==> config.mk <==
export PLATFORM = sky130hd
export DESIGN_NAME = redmule_mx_encoder_pp
export DESIGN_NICKNAME = d
export VERILOG_FILES = /design/src/rtl/redmule_mx_encoder_pp.sv
export SDC_FILE = /design/constraint.sdc
export NUM_CORES = 2
export LEC_CHECK = 0
export ABC_AREA = 1
export ABC_CLOCK_PERIOD_IN_PS = 31100
export BUFFER_PORTS_ARGS = -buffer_cell sky130_fd_sc_hd__buf_4
export CAP_MARGIN = 15
export CORE_UTILIZATION = 60
export CTS_BUF_LIST = sky130_fd_sc_hd__clkbuf_8
export CTS_CLUSTER_DIAMETER = 80
export CTS_CLUSTER_SIZE = 20
export DETAILED_ROUTE_END_ITERATION = 10
export PLACE_DENSITY = 0.79
export SLEW_MARGIN = 20
export SYNTH_ARGS = -nofsm -noshare
export SYNTH_HDL_FRONTEND = slang
export SYNTH_SLANG_ARGS = --single-unit
==> constraint.sdc <==
create_clock -name clk_i -period 31.1 [get_ports clk_i]
set_input_delay 0 -clock clk_i [delete_from_list [all_inputs] [get_ports clk_i]]
set_output_delay 0 -clock clk_i [all_outputs]
set_load 0.03 [all_outputs]
==> src/rtl/redmule_mx_encoder_pp.sv <==
// redmule_mx_encoder_pp
//   FP16 -> MXFP8 block encoder with ping-pong block buffers. Incoming FP16
//   beats (NUM_LANES elements each) are gathered into BLOCK_SIZE-element
//   blocks. Each block gets one E8M0 shared scale and is re-encoded to E4M3
//   or E5M2 (format chosen per block), one group of NUM_LANES per cycle.
//   While one slot is being encoded or drained, the other slot can ingest.
//
// Ports
//   clk_i, rst_i        clock, synchronous active-high reset
//   fmt_i               0 = E4M3, 1 = E5M2, taken from the first beat of a block
//   fp16_valid_i/ready_o/data_i   input beats, lane l at [16l+15:16l]
//   mx_val_valid_o/ready_i/data_o packed FP8 block, element i at [8i+7:8i]
//   mx_fmt_o            format of the presented block
//   mx_exp_valid_o/ready_i/data_o E8M0 shared scale of the presented block
//   busy_o              high while any slot holds data
//
// Build option
//   REDMULE_MX_ENC_SUBNORM_EN: produce FP8 subnormals on underflow instead
//   of flushing to zero.

module redmule_mx_encoder_pp #(
    parameter int unsigned NUM_LANES  = 8,
    parameter int unsigned BLOCK_SIZE = 32,
    parameter int unsigned NUM_GROUPS = BLOCK_SIZE / NUM_LANES,
    parameter int unsigned DATA_W     = BLOCK_SIZE * 8
) (
    input  logic                   clk_i,
    input  logic                   rst_i,
    input  logic                   fmt_i,
    input  logic                   fp16_valid_i,
    output logic                   fp16_ready_o,
    input  logic [NUM_LANES*16-1:0] fp16_data_i,
    output logic                   mx_val_valid_o,
    input  logic                   mx_val_ready_i,
    output logic [DATA_W-1:0]      mx_val_data_o,
    output logic                   mx_fmt_o,
    output logic                   mx_exp_valid_o,
    input  logic                   mx_exp_ready_i,
    output logic [7:0]             mx_exp_data_o,
    output logic                   busy_o
);

    localparam int unsigned GW     = (NUM_GROUPS > 1) ? $clog2(NUM_GROUPS) : 1;
    localparam int unsigned BEAT_W = NUM_LANES * 16;
    localparam int unsigned OGRP_W = NUM_LANES * 8;

    typedef enum logic [2:0] {
        SLOT_FREE,
        SLOT_FILLING,
        SLOT_FULL,
        SLOT_ENCODING,
        SLOT_PRESENT
    } slot_e;

    slot_e                    slot_st    [2];
    logic [BLOCK_SIZE*16-1:0] slot_raw   [2];
    logic                     slot_fmt   [2];
    logic [7:0]               slot_scale [2];

    logic          ing_ptr, enc_ptr;
    logic [GW-1:0] ing_g, enc_g;
    logic [4:0]    run_max;

    logic [DATA_W-1:0] out_data;
    logic              out_fmt;
    logic [7:0]        out_exp;
    logic              val_valid, exp_valid;

    logic              fp16_hs, first_beat, last_beat;
    logic [4:0]        beat_max, blk_max;
    logic              blk_fmt;
    logic [BEAT_W-1:0] enc_grp_raw;
    logic [OGRP_W-1:0] enc_grp_out;
    logic              val_done, exp_done;

    function automatic logic [7:0] calc_scale(input logic [4:0] me, input logic fmt);
        int s;
        if (me == 5'd0) return 8'd127;
        s = int'(me) - 15 - (fmt ? 15 : 7) + 127;
        if (s < 0)   return 8'd0;
        if (s > 255) return 8'd255;
        return 8'(s);
    endfunction

`ifdef REDMULE_MX_ENC_SUBNORM_EN
    // Denormalise {1,m16} by 1-e8 and round RNE to the FP8 subnormal grid.
    // A round-up to 2^M lands on the exponent LSB, i.e. the minimum normal.
    function automatic logic [6:0] enc_subnorm(input logic [9:0] m16, input int e8,
                                               input int mb);
        logic [21:0] wide;
        logic [10:0] f;
        logic        up;
        int          sh;
        if (1 - e8 > mb + 1) return 7'd0;
        sh   = (10 - mb) + (1 - e8);
        wide = {1'b1, m16, 11'd0} >> sh;
        up   = wide[10] & ((|wide[9:0]) | wide[11]);
        f    = wide[21:11] + 11'(up);
        return 7'(f);
    endfunction
`endif

    function automatic logic [7:0] enc_elem(input logic [15:0] h, input logic fmt,
                                            input logic [7:0] scale);
        logic       s;
        logic [4:0] e16;
        logic [9:0] m16;
        logic [2:0] keep;
        logic       rnd, stk;
        logic [3:0] mant;
        logic [7:0] sat;
        int         e8, emaxb;
        s     = h[15];
        e16   = h[14:10];
        m16   = h[9:0];
        emaxb = fmt ? 30 : 14;
        sat   = fmt ? {s, 7'b1111011} : {s, 7'b1110111};
        e8    = int'(e16) - 15 - (int'(scale) - 127) + (fmt ? 15 : 7);
        if (e16 == 5'd0) begin
            return {s, 7'd0};
        end else if (e16 == 5'd31) begin
            return fmt ? {s, 5'b11111, 1'b0, (m16 != 10'd0)}
                       : {s, 4'b1111, 2'b00, (m16 != 10'd0)};
        end else if (e8 <= 0) begin
`ifdef REDMULE_MX_ENC_SUBNORM_EN
            return {s, enc_subnorm(m16, e8, fmt ? 2 : 3)};
`else
            return {s, 7'd0};
`endif
        end else if (e8 > emaxb) begin
            return sat;
        end
        if (fmt) begin
            keep = {1'b0, m16[9:8]};
            rnd  = m16[7];
            stk  = |m16[6:0];
        end else begin
            keep = m16[9:7];
            rnd  = m16[6];
            stk  = |m16[5:0];
        end
        mant = {1'b0, keep} + 4'(rnd & (stk | keep[0]));
        if (mant == (fmt ? 4'd4 : 4'd8)) begin
            mant = 4'd0;
            e8   = e8 + 1;
        end
        if (e8 > emaxb) return sat;
        return fmt ? {s, e8[4:0], mant[1:0]} : {s, e8[3:0], mant[2:0]};
    endfunction

    assign fp16_ready_o = (slot_st[ing_ptr] == SLOT_FREE) || (slot_st[ing_ptr] == SLOT_FILLING);
    assign fp16_hs      = fp16_valid_i & fp16_ready_o;
    assign first_beat   = (ing_g == '0);
    assign last_beat    = (ing_g == GW'(NUM_GROUPS - 1));
    assign blk_fmt      = first_beat ? fmt_i : slot_fmt[ing_ptr];

    always_comb begin
        beat_max = '0;
        for (int unsigned l = 0; l < NUM_LANES; l++) begin
            if ((fp16_data_i[16*l+10 +: 5] != 5'd0) && (fp16_data_i[16*l+10 +: 5] != 5'd31) &&
                (fp16_data_i[16*l+10 +: 5] > beat_max))
                beat_max = fp16_data_i[16*l+10 +: 5];
        end
        blk_max = beat_max;
        if (!first_beat && (run_max > beat_max)) blk_max = run_max;
    end

    always_comb begin
        enc_grp_raw = '0;
        enc_grp_out = '0;
        for (int unsigned g = 0; g < NUM_GROUPS; g++) begin
            if (enc_g == GW'(g)) enc_grp_raw = slot_raw[enc_ptr][g*BEAT_W +: BEAT_W];
        end
        for (int unsigned l = 0; l < NUM_LANES; l++) begin
            enc_grp_out[8*l +: 8] = enc_elem(enc_grp_raw[16*l +: 16], slot_fmt[enc_ptr],
                                             slot_scale[enc_ptr]);
        end
    end

    assign val_done = !val_valid || mx_val_ready_i;
    assign exp_done = !exp_valid || mx_exp_ready_i;

    always_ff @(posedge clk_i) begin
        if (rst_i) begin
            for (int unsigned i = 0; i < 2; i++) begin
                slot_st[i]    <= SLOT_FREE;
                slot_raw[i]   <= '0;
                slot_fmt[i]   <= 1'b0;
                slot_scale[i] <= '0;
            end
            ing_ptr   <= 1'b0;
            enc_ptr   <= 1'b0;
            ing_g     <= '0;
            enc_g     <= '0;
            run_max   <= '0;
            out_data  <= '0;
            out_fmt   <= 1'b0;
            out_exp   <= '0;
            val_valid <= 1'b0;
            exp_valid <= 1'b0;
        end else begin
            // Ingest side only touches FREE/FILLING slots and the encode side
            // only FULL/ENCODING/PRESENT, so both may act in one cycle even
            // when the pointers coincide.
            if (fp16_hs) begin
                for (int unsigned g = 0; g < NUM_GROUPS; g++) begin
                    if (ing_g == GW'(g)) slot_raw[ing_ptr][g*BEAT_W +: BEAT_W] <= fp16_data_i;
                end
                run_max <= blk_max;
                if (first_beat) slot_fmt[ing_ptr] <= fmt_i;
                if (last_beat) begin
                    slot_scale[ing_ptr] <= calc_scale(blk_max, blk_fmt);
                    slot_st[ing_ptr]    <= SLOT_FULL;
                    ing_ptr             <= ~ing_ptr;
                    ing_g               <= '0;
                end else begin
                    slot_st[ing_ptr] <= SLOT_FILLING;
                    ing_g            <= ing_g + GW'(1);
                end
            end

            // Group 0 is converted in the first FULL cycle so that the block
            // is presented NUM_GROUPS cycles after it became FULL.
            case (slot_st[enc_ptr])
                SLOT_FULL, SLOT_ENCODING: begin
                    for (int unsigned g = 0; g < NUM_GROUPS; g++) begin
                        if (enc_g == GW'(g)) out_data[g*OGRP_W +: OGRP_W] <= enc_grp_out;
                    end
                    if (enc_g == GW'(NUM_GROUPS - 1)) begin
                        slot_st[enc_ptr] <= SLOT_PRESENT;
                        enc_g            <= '0;
                        val_valid        <= 1'b1;
                        exp_valid        <= 1'b1;
                        out_exp          <= slot_scale[enc_ptr];
                        out_fmt          <= slot_fmt[enc_ptr];
                    end else begin
                        slot_st[enc_ptr] <= SLOT_ENCODING;
                        enc_g            <= enc_g + GW'(1);
                    end
                end
                SLOT_PRESENT: begin
                    if (mx_val_ready_i) val_valid <= 1'b0;
                    if (mx_exp_ready_i) exp_valid <= 1'b0;
                    if (val_done && exp_done) begin
                        slot_st[enc_ptr] <= SLOT_FREE;
                        enc_ptr          <= ~enc_ptr;
                    end
                end
                default: ;
            endcase
        end
    end

    assign mx_val_valid_o = val_valid;
    assign mx_val_data_o  = out_data;
    assign mx_fmt_o       = out_fmt;
    assign mx_exp_valid_o = exp_valid;
    assign mx_exp_data_o  = out_exp;
    assign busy_o         = (slot_st[0] != SLOT_FREE) || (slot_st[1] != SLOT_FREE);

endmodule

==> run_results.csv <==
group,metric,value,unit
layout,stdcell_count,10100,
worst_setup_path,crit_arrival,11.54,ns
worst_setup_path,endpoint_kind,"flip-flop",
global_route,first_global_vias,57400,
clock_network,cts-htree-levels,3,
flow_run,maxCapViolations,0,
global_route,overflow,0,
timing,worst_slack,20.27,ns
global_route,grt_pass1_wl,335000,um
worst_setup_path,critPathMaxStageDelay,0.87,ns
synth,yosys_warnings,0,
worst_setup_path,reg2regPathDepth,41,
global_route,antenna_found_initial,4,
synth,synth.area.top_cells,"edfxtp_1 44%, nor2_1 9.7%, dfxtp_1 7.9%",
timing,fin_skew,0.0731,ns
synth,ys_top_cells_by_count,"1833 x nor2_1, 1048 x edfxtp_1, 926 x inv_1, 918 x nand2_1, 908 x o21ai_0",
layout,fillers,9423,
worst_setup_path,crit_fanout,43,
synth,synth_area,0.0713,mm2
timing,fmax,92.3,MHz
drt,wl,221000,um
drt,routed.top_layer,"met5",
synth,yosysSeqAreaShare,52.0,%
drt,drtAntennaViolNets,0,
clock_network,clk-insertion-delay-late,0.82,ns
drt,met2_length,102000,um
synth,ys_ff_latch,1328,
clock_network,clk_pin_slew,0.13,ns
drt,routed-via-count,60600,
place,port_buffers,402,
synth,synth_nets,8630,
synth,synthArstFlopShare,0,%
drt,wl_met3,23000,um
worst_setup_path,cp_slowest_cell,"clkinv_2",
worst_setup_path,worstSetupStartpoint,"enc_g[0]$_SDFFE_PP0N_",
clock_network,cts_sinks,1328,
layout,layout.area.seq,0.0371,mm2
timing,rsz0062_at_grt,"no",
clock_network,cts_buffers,80,
clock_network,cts_tree,"built",
place,dp_slack,20.39,ns
synth,synth-main-ff-cell,"edfxtp_1",
worst_hold_path,min_from,"fp16_valid_i",
clock_network,cts_root_buf,"clkbuf_8",
synth,syn_inst,8239,
timing,fin_crit,10.83,ns
die,num_rows,126,
worst_setup_path,r2r_end,"mx_val_data_o[130]$_SDFFE_PP0P_",
synth,ys_types,63,
worst_setup_path,regToRegSetupSlack,20.27,ns
drt,wl_met1,83300,um
timing,tns,0,ns
worst_setup_path,cpMostUsedCell,"inv_1",
drt,drtIter0Drc,7261,
synth,synth.largest_area_cell,"edfxtp_1",
synth,synth_edf_count,1048,
timing,drv_slew,0,
worst_setup_path,crit_type,"flip-flop to flip-flop",
run_status,status,"finished, final reports clean",
worst_hold_path,hold_class,"input port to flip-flop",
timing,fin_crit_sh,34.8,%
synth,yosysMostFrequentCell,"nor2_1",
drt,avgViaCountPerCell,5.99,
global_route,grt_start_max_net_pins,142,
worst_setup_path,worst_setup_path_start_kind,"flip-flop",
place,gp_congestion,0.946,
die,floorplan.initialDensity,60.5,%
die,die-width,347,um
layout,area_growth,10.1,%
global_route,grtUsageTotal,36.0,%
synth,synth_top_area_share,44.1,%
place,hpwl,145000,um
worst_hold_path,hold_depth,4,
worst_setup_path,critPathRequiredTime,31.80,ns
place,dpl.cell_count,9867,
drt,wl_per_cell,21.8,um
layout,multi_input_comb_area,0.0294,mm2
die,die_area,0.120,mm2
clock_network,ctsResizeCount,0,
die,core,0.118,mm2
layout,drive_gt1_share,8.82,%
die,die_h,347,um
drt,firstDrtPassIters,7,
timing,hold_violations,0,
layout,finish.net_count,8941,
worst_hold_path,whs_endpoint,"ing_g[0]$_SDFFE_PP0P_",
die,ioPinCount,403,
worst_setup_path,regToRegStartpoint,"enc_g[0]$_SDFFE_PP0N_",
synth,avgSynthCellArea,8.65,um2
drt,drc,0,
timing,setup_viol,0,
timing,worst_pin_slew,1.24,ns
clock_network,cts_buffer_depth,3,
timing,relSlewSlack,16.5,%
## area by class of cell
| class | instances | area share (%) |
|---|---|---|
| Sequential cell | 1328 | 47.2 |
| Timing Repair Buffer | 625 | 6.48 |
| Clock inverter | 34 | 0.365 |
| Antenna cell | 4 | 0.0128 |
| Tap cell | 1536 | 2.45 |
| Clock buffer | 80 | 1.40 |
| Inverter | 956 | 4.60 |
| Multi-Input combinational cell | 5559 | 37.5 |
## sequential cells by signal, summed over array words and instances, names as in the netlist, named ones only
register / flops
slot_raw: 1024
slot_st: 6
ing_ptr: 1
ing_g: 2
mx_exp_data_o: 8
enc_g: 2
mx_val_valid_o: 1
mx_fmt_o: 1
enc_ptr: 1
slot_fmt: 2
mx_val_data_o: 256
slot_scale: 16
mx_exp_valid_o: 1
run_max: 5
## cells in the final DEF (no fill, tap or decap), types with 24 or more instances in the layout
cell type / n
inv_1: 935
nand2_1: 903
o21bai_1: 218
ha_1: 244
clkbuf_8: 80
nor4_1: 78
o22ai_1: 93
nor3_1: 164
edfxtp_1: 1048
buf_4: 486
or2_2: 48
o211ai_1: 24
o21a_1: 25
dlygate4sd3_1: 135
dfxtp_1: 279
nand4_1: 102
xor2_1: 155
a21oi_1: 200
nand3_1: 241
xnor2_1: 53
nor2_1: 1828
o21ai_0: 904
## worst max-delay path by stage
stage / end / cells past startpoint
2_1_floorplan: mx_val_data_o[153]$_SDFFE_PP0P_ / 45
6_report: mx_val_data_o[130]$_SDFFE_PP0P_ / 41
3_3_place_gp: slot_scale[0][6]$_SDFFCE_PN0P_ / 72
4_1_cts: mx_val_data_o[130]$_SDFFE_PP0P_ / 41
3_5_place_dp: slot_scale[0][6]$_SDFFCE_PN0P_ / 70
5_1_grt: mx_val_data_o[209]$_SDFFE_PP0P_ / 44
## logic make-up after synthesis
kind of cell	after synthesis	share of synthesized area, %
compound gates	1619	13.1
mux	9	0.130
simple gates	3460	20.4
flops	1328	52.0
xor+xnor	214	2.63
buf+inv	1352	7.12
fa+ha+maj	257	4.62
## worst max-delay path: cells and delay by family (launching register included)
kind / cells / cell delay (ns)
xor+xnor: 3 / 0.54
compound gates: 8 / 2.30
flops: 1 / 0.38
buf+inv: 9 / 2.21
fa+ha+maj: 5 / 1.79
simple gates: 16 / 3.45
## what timing repair did
item                                   4_1_cts  5_1_grt
setup buffers                                0        0
hold buffers                               135        0
endpoints found under the hold margin     1065        0
## routing by layer
| metal | vias to the layer above | global-route usage (%) |
|---|---|---|
| met3 | 557 | 5.87 |
| met5 | - | 0 |
| met4 | 2 | 18.0 |
| met2 | 3267 | 59.1 |
| met1 | 28600 | 46.2 |
| li1 | 28200 | - |
## per-stage QoR
step | instance area, um2 | utilization, % | hold slack [ns]
3_5_place_dp | 75700 | 64.2 | 0.325
3_3_place_gp | 75700 | 64.2 | 0.292
2_1_floorplan | 71300 | - | 0.166
4_1_cts | 78400 | 66.5 | 0.0326
6_report | 78500 | 66.6 | 0.108
5_1_grt | 78500 | 66.6 | 0.0875
Power is left out: the tool's default activity adds up to more than one toggle a clock period on the data nets, which glitch-free logic cannot reach.
